===== config.mk =====
export PLATFORM = sky130hd
export DESIGN_NAME = multibyte_add_sequencer
export DESIGN_NICKNAME = d
export VERILOG_FILES = /design/src/rtl/multibyte_add_sequencer.sv
export SDC_FILE = /design/constraint.sdc
export NUM_CORES = 1
export LEC_CHECK = 0
export BUFFER_PORTS_ARGS = -buffer_cell sky130_fd_sc_hd__buf_2
export CAP_MARGIN = 5
export CORE_ASPECT_RATIO = 1.1
export CORE_MARGIN = 4
export CORE_UTILIZATION = 25
export DETAILED_ROUTE_END_ITERATION = 8
export SLEW_MARGIN = 20
export SYNTH_ARGS = -nofsm -noshare
export SYNTH_HDL_FRONTEND = slang
export SYNTH_SLANG_ARGS = --single-unit

===== constraint.sdc =====
create_clock -name clk -period 8.3 [get_ports clk]
set_input_delay 1.245 -clock clk [delete_from_list [all_inputs] [get_ports clk]]
set_output_delay 1.245 -clock clk [all_outputs]
set_load 0.01 [all_outputs]

===== src/rtl/multibyte_add_sequencer.sv =====
// Byte-serial add/subtract sequencer around an external 8-bit adder.
// Optional signed-overflow output enabled by ADD_SEQ_OVERFLOW_EN.
module multibyte_add_sequencer #(
    parameter int NUM_BYTES = 4,
    localparam int W = 8 * NUM_BYTES,
    localparam int IW = (NUM_BYTES > 1) ? $clog2(NUM_BYTES) : 1
) (
    input  logic         clk,
    input  logic         rst,
    input  logic         in_valid,
    output logic         in_ready,
    input  logic [W-1:0] op_a,
    input  logic [W-1:0] op_b,
    input  logic         op_cin,
    input  logic         op_sub,
    output logic [7:0]   adder_a,
    output logic [7:0]   adder_b,
    output logic         adder_cin,
    input  logic [7:0]   adder_sum,
    input  logic         adder_cout,
    output logic         out_valid,
    input  logic         out_ready,
    output logic [W-1:0] result,
    output logic         result_cout,
`ifdef ADD_SEQ_OVERFLOW_EN
    output logic         result_ovf,
`endif
    output logic         busy
);

    typedef enum logic [1:0] {
        IDLE = 2'd0,
        RUN  = 2'd1,
        DONE = 2'd2
    } state_t;

    state_t state_q, state_d;

    logic [NUM_BYTES-1:0][7:0] a_q;
    logic [NUM_BYTES-1:0][7:0] b_q;
    logic [NUM_BYTES-1:0][7:0] res_q;
    logic                      sub_q;
    logic                      carry_q;
    logic                      cout_q;
    logic [IW-1:0]             idx_q;
    logic                      last;
    logic                      accept;

    assign accept = (state_q == IDLE) && in_valid;
    assign last = (idx_q == IW'(NUM_BYTES - 1));

    // State register
    always_ff @(posedge clk or posedge rst) begin
        if (rst) state_q <= IDLE;
        else     state_q <= state_d;
    end

    // Next-state: accept in IDLE, run one byte per cycle, hold until taken
    always_comb begin
        state_d = state_q;
        unique case (state_q)
            IDLE:    if (in_valid) state_d = RUN;
            RUN:     if (last) state_d = DONE;
            DONE:    if (out_ready) state_d = IDLE;
            default: state_d = IDLE;
        endcase
    end

    // Adder drive: only the active byte during RUN, zero otherwise
    always_comb begin
        adder_a   = 8'd0;
        adder_b   = 8'd0;
        adder_cin = 1'b0;
        if (state_q == RUN) begin
            adder_a   = a_q[idx_q];
            adder_b   = sub_q ? ~b_q[idx_q] : b_q[idx_q];
            adder_cin = carry_q;
        end
    end

    // Operand capture, carry chaining and result byte collection
    always_ff @(posedge clk or posedge rst) begin
        if (rst) begin
            a_q     <= '0;
            b_q     <= '0;
            res_q   <= '0;
            sub_q   <= 1'b0;
            carry_q <= 1'b0;
            cout_q  <= 1'b0;
            idx_q   <= '0;
        end else if (accept) begin
            a_q     <= op_a;
            b_q     <= op_b;
            sub_q   <= op_sub;
            carry_q <= op_sub ? 1'b1 : op_cin;
            res_q   <= '0;
            cout_q  <= 1'b0;
            idx_q   <= '0;
        end else if (state_q == RUN) begin
            res_q[idx_q] <= adder_sum;
            carry_q      <= adder_cout;
            if (last) begin
                cout_q <= adder_cout;
                idx_q  <= '0;
            end else begin
                idx_q <= idx_q + IW'(1);
            end
        end
    end

`ifdef ADD_SEQ_OVERFLOW_EN
    logic ovf_q;

    // Signed overflow from the top byte's sign bits on the final RUN edge
    always_ff @(posedge clk or posedge rst) begin
        if (rst) begin
            ovf_q <= 1'b0;
        end else if (accept) begin
            ovf_q <= 1'b0;
        end else if (state_q == RUN && last) begin
            ovf_q <= (adder_a[7] == adder_b[7]) &&
                     (adder_sum[7] != adder_a[7]);
        end
    end

    assign result_ovf = ovf_q;
`endif

    assign in_ready    = (state_q == IDLE);
    assign out_valid   = (state_q == DONE);
    assign busy        = (state_q != IDLE);
    assign result      = res_q;
    assign result_cout = cout_q;

endmodule


==> qor.csv <==
stage,metric,value,unit
routing,vias after detailed routing,3082,
outcome,outcome,"finished, final reports clean",
die,die width,137,um
routing,residual DRC count,0,
synth,multiplexer share of the synthesized area,23.7,%
grt,antenna violations before repair,0,
synth,top cell type's share of synthesized area,56.0,%
synth,synth top area cells,"dfrtp_1 56%, mux2_1 16%, mux4_2 7.8%",
die,Die Y,150,um
cts,Hold Buf Count CTS,0,
cts,clk buf depth,2,
synth,complex-gate fraction of the synthesized area,6.36,%
grt,largest net degree at the start of global routing,55,
synth,"area leader, netlist",dfrtp_1,
die,die area,0.0207,mm^2
routing,Vias/cell,4.50,
synth,cell count after synthesis,317,
die,Core ar.,0.0179,mm^2
critical_path,critical path peak fanout,22,
place,GPL Wtd Cong,0.831,
timing,worst rel slew slack,49.7,%
die,IO Pins,132,
routing,routed len/inst,16.3,um
cells_and_area,n_diodes,0,
routing,DRT antenna net count,0,
grt,GRT Util Overall,11.4,%
routing,Routed WL,11200,um
critical_path,CP top delay family,flip-flops,
synth,#FFs+latches synth,103,
job,max cap viols,0,
critical_path,Worst setup EP type,output port,
cells_and_area,cell area after layout,0.00568,mm^2
cts,CTS tree,done,
worst_hold_path,HP Class,flop to flop,
timing,Final Hold Fails,0,
cts,Clock Sink Count,103,
synth,Async SR Flop Fraction,100,%
synth,Cell variety after synth,29,
timing,final clock skew,0.00612,ns
cts,H-tree levels,3,
grt,total congestion overflow,0,
cells_and_area,"commonest non-fill, non-tap cells in the layout","131 x buf_2, 102 x dfrtp_1, 65 x mux2_1",
synth,sequential-to-total area share from yosys stat,56.0,%
timing,final slew viol count,0,
critical_path,Crit path largest cell delay,0.83,ns
synth,Avg Inst Size Synth,14.5,um^2
critical_path,Crit-path slowest cell,dfrtp_2,
grt,first-pass GRT wire length,17900,um
power_and_ir_drop,VDD IR max,0.132,mV
cts,setup bufs post-CTS,0,
timing,Setup-failing EPs final,0,
cts,clk root buf,clkbuf_16,
cts,latest clock arrival within the worst-skew pair,0.35,ns
synth,xor/xnor share of the synthesized area,1.52,%
timing,fin crit period,3.46,ns
critical_path,WP data required,7.05,ns
cells_and_area,Fillers,1846,
grt,vias in the first global route,3378,
critical_path,CP bufs+invs,1,
cts,Clock Pin Slew Worst Setup and Hold Paths,0.07,ns
place,Post-Place Cell Area,0.00541,mm^2
synth,Main synth FF type,dfrtp_1,
cells_and_area,"commonest non-fill, non-tap cell in the layout",buf_2,
routing,Initial DRT Pass Iterations,4,
synth,Post-synth EDFFs,0,
place,number of port buffers,131,
synth,synthesized-area fraction occupied by adder cells,1.36,%
cells_and_area,nets,526,
cts,# resized after CTS,0,
timing,worst slew pin tran,0.754,ns
place,Placed Cells incl. Taps,669,
power_and_ir_drop,Lkg Pwr,0.00266,uW
power_and_ir_drop,power per cell area,384,mW/mm^2
die,initial core utilization,25.8,%
critical_path,"critical path, cell by cell",mux4_2 -> xnor2_1 -> nor2_1 -> buf_2,
timing,Max Clock Freq,289,MHz
critical_path,crit path kind,flop to output port,
synth,Synth Area in Simple Gates,6.17,%
critical_path,crit path launch type,flop,
synth,syn nets,401,
cells_and_area,non-filler instance count after layout,685,
cts,clock buffer count from CTS,9,
routing,DRT iter0 DRCs,73,
die,num rows,51,
cells_and_area,fraction of layout cells with a size suffix above 1,39.6,%
place,DPL Wire Length,7990,um
synth,largest family of logic cells by synthesized area,multiplexers,
synth,Synth Cell Area,0.00460,mm^2
synth,Synthesis Warnings,0,
timing,RSZ-0062 raised after global routing,no,
critical_path,R2R setup slack,6.35,ns
timing,Final Cycle Share,41.7,%
cells_and_area,Area growth syn-to-layout,23.5,%
timing,Setup TNS,0,ns
critical_path,Crit path arrival time,2.22,ns
## final cells by class
cell class / count / area, um^2 / share of cell area [%]
multi-input cells: 184 / 1810 / 31.8
inverters: 8 / 32.5 / 0.572
clock buffers: 9 / 225 / 3.96
well taps: 238 / 298 / 5.24
clock inverters: 7 / 48.8 / 0.858
flip-flops and latches: 103 / 2580 / 45.4
repair buffers: 136 / 693 / 12.2
## Yosys cell counts (3+ instances only)
cell type	n
inv_1	5
nand2_1	13
nand3_1	8
buf_8	6
mux2_1	65
mux4_2	16
dfrtp_1	103
and3b_1	4
xnor2_1	8
ha_1	5
a22o_1	24
buf_2	6
nor2b_1	8
inv_2	3
a21oi_1	10
nor2_1	10
buf_1	3
nor2_4	3
buf_6	4
## routing by layer
layer,track usage (%),vias to the layer above,part of all wire (%)
li1,-,1379,-
met1,13.6,1549,40
met2,18.2,132,48
met3,4.04,22,8.7
met4,5.44,0,2.9
met5,0,-,0
## cell families after synthesis
group	after synthesis
flip-flops	103
AO/OA/AOI/OAI	39
AND/OR/NAND/NOR	51
adder cells (fa/ha/maj)	5
buffers and inverters	30
multiplexers	81
XOR/XNOR	8
## per-stage QoR
stage	worst slack (ns)	utilization (%)	hold slack, ns	total power, uW
floorplan	4.35	-	0.452	1540
CTS	4.78	31.8	0.487	2230
finish	4.84	31.8	0.483	2180
global placement	5.18	30.3	0.463	1780
global route	4.71	31.8	0.503	2350
detailed placement	5.17	30.3	0.470	1820
## power by group
group / switching, uW / total [uW] / internal, uW
registers: 157 / 881 / 724
clock network: 195 / 399 / 204
logic: 428 / 905 / 477
total: 780 / 2180 / 1400
## state kept, by name, indices dropped and copies added, names as in the netlist
name and cells:
carry_q 1, result 32, b_q 32, idx_q 2, result_cout 1, a_q 32
sub_q 1, state_q 2
## final timing paths
kind,end,cells after the start,startpoint
worst max-delay path,adder_b[7],4,idx_q[0]
max in group asynchronous,idx_q[0],3,rst
min in group asynchronous,result[0],2,rst
worst max register to register,result[10],4,idx_q[0]
worst min register to register,a_q[17],1,a_q[17]
worst min-delay path,a_q[17],1,a_q[17]
(Power assumes the default switching activity.)
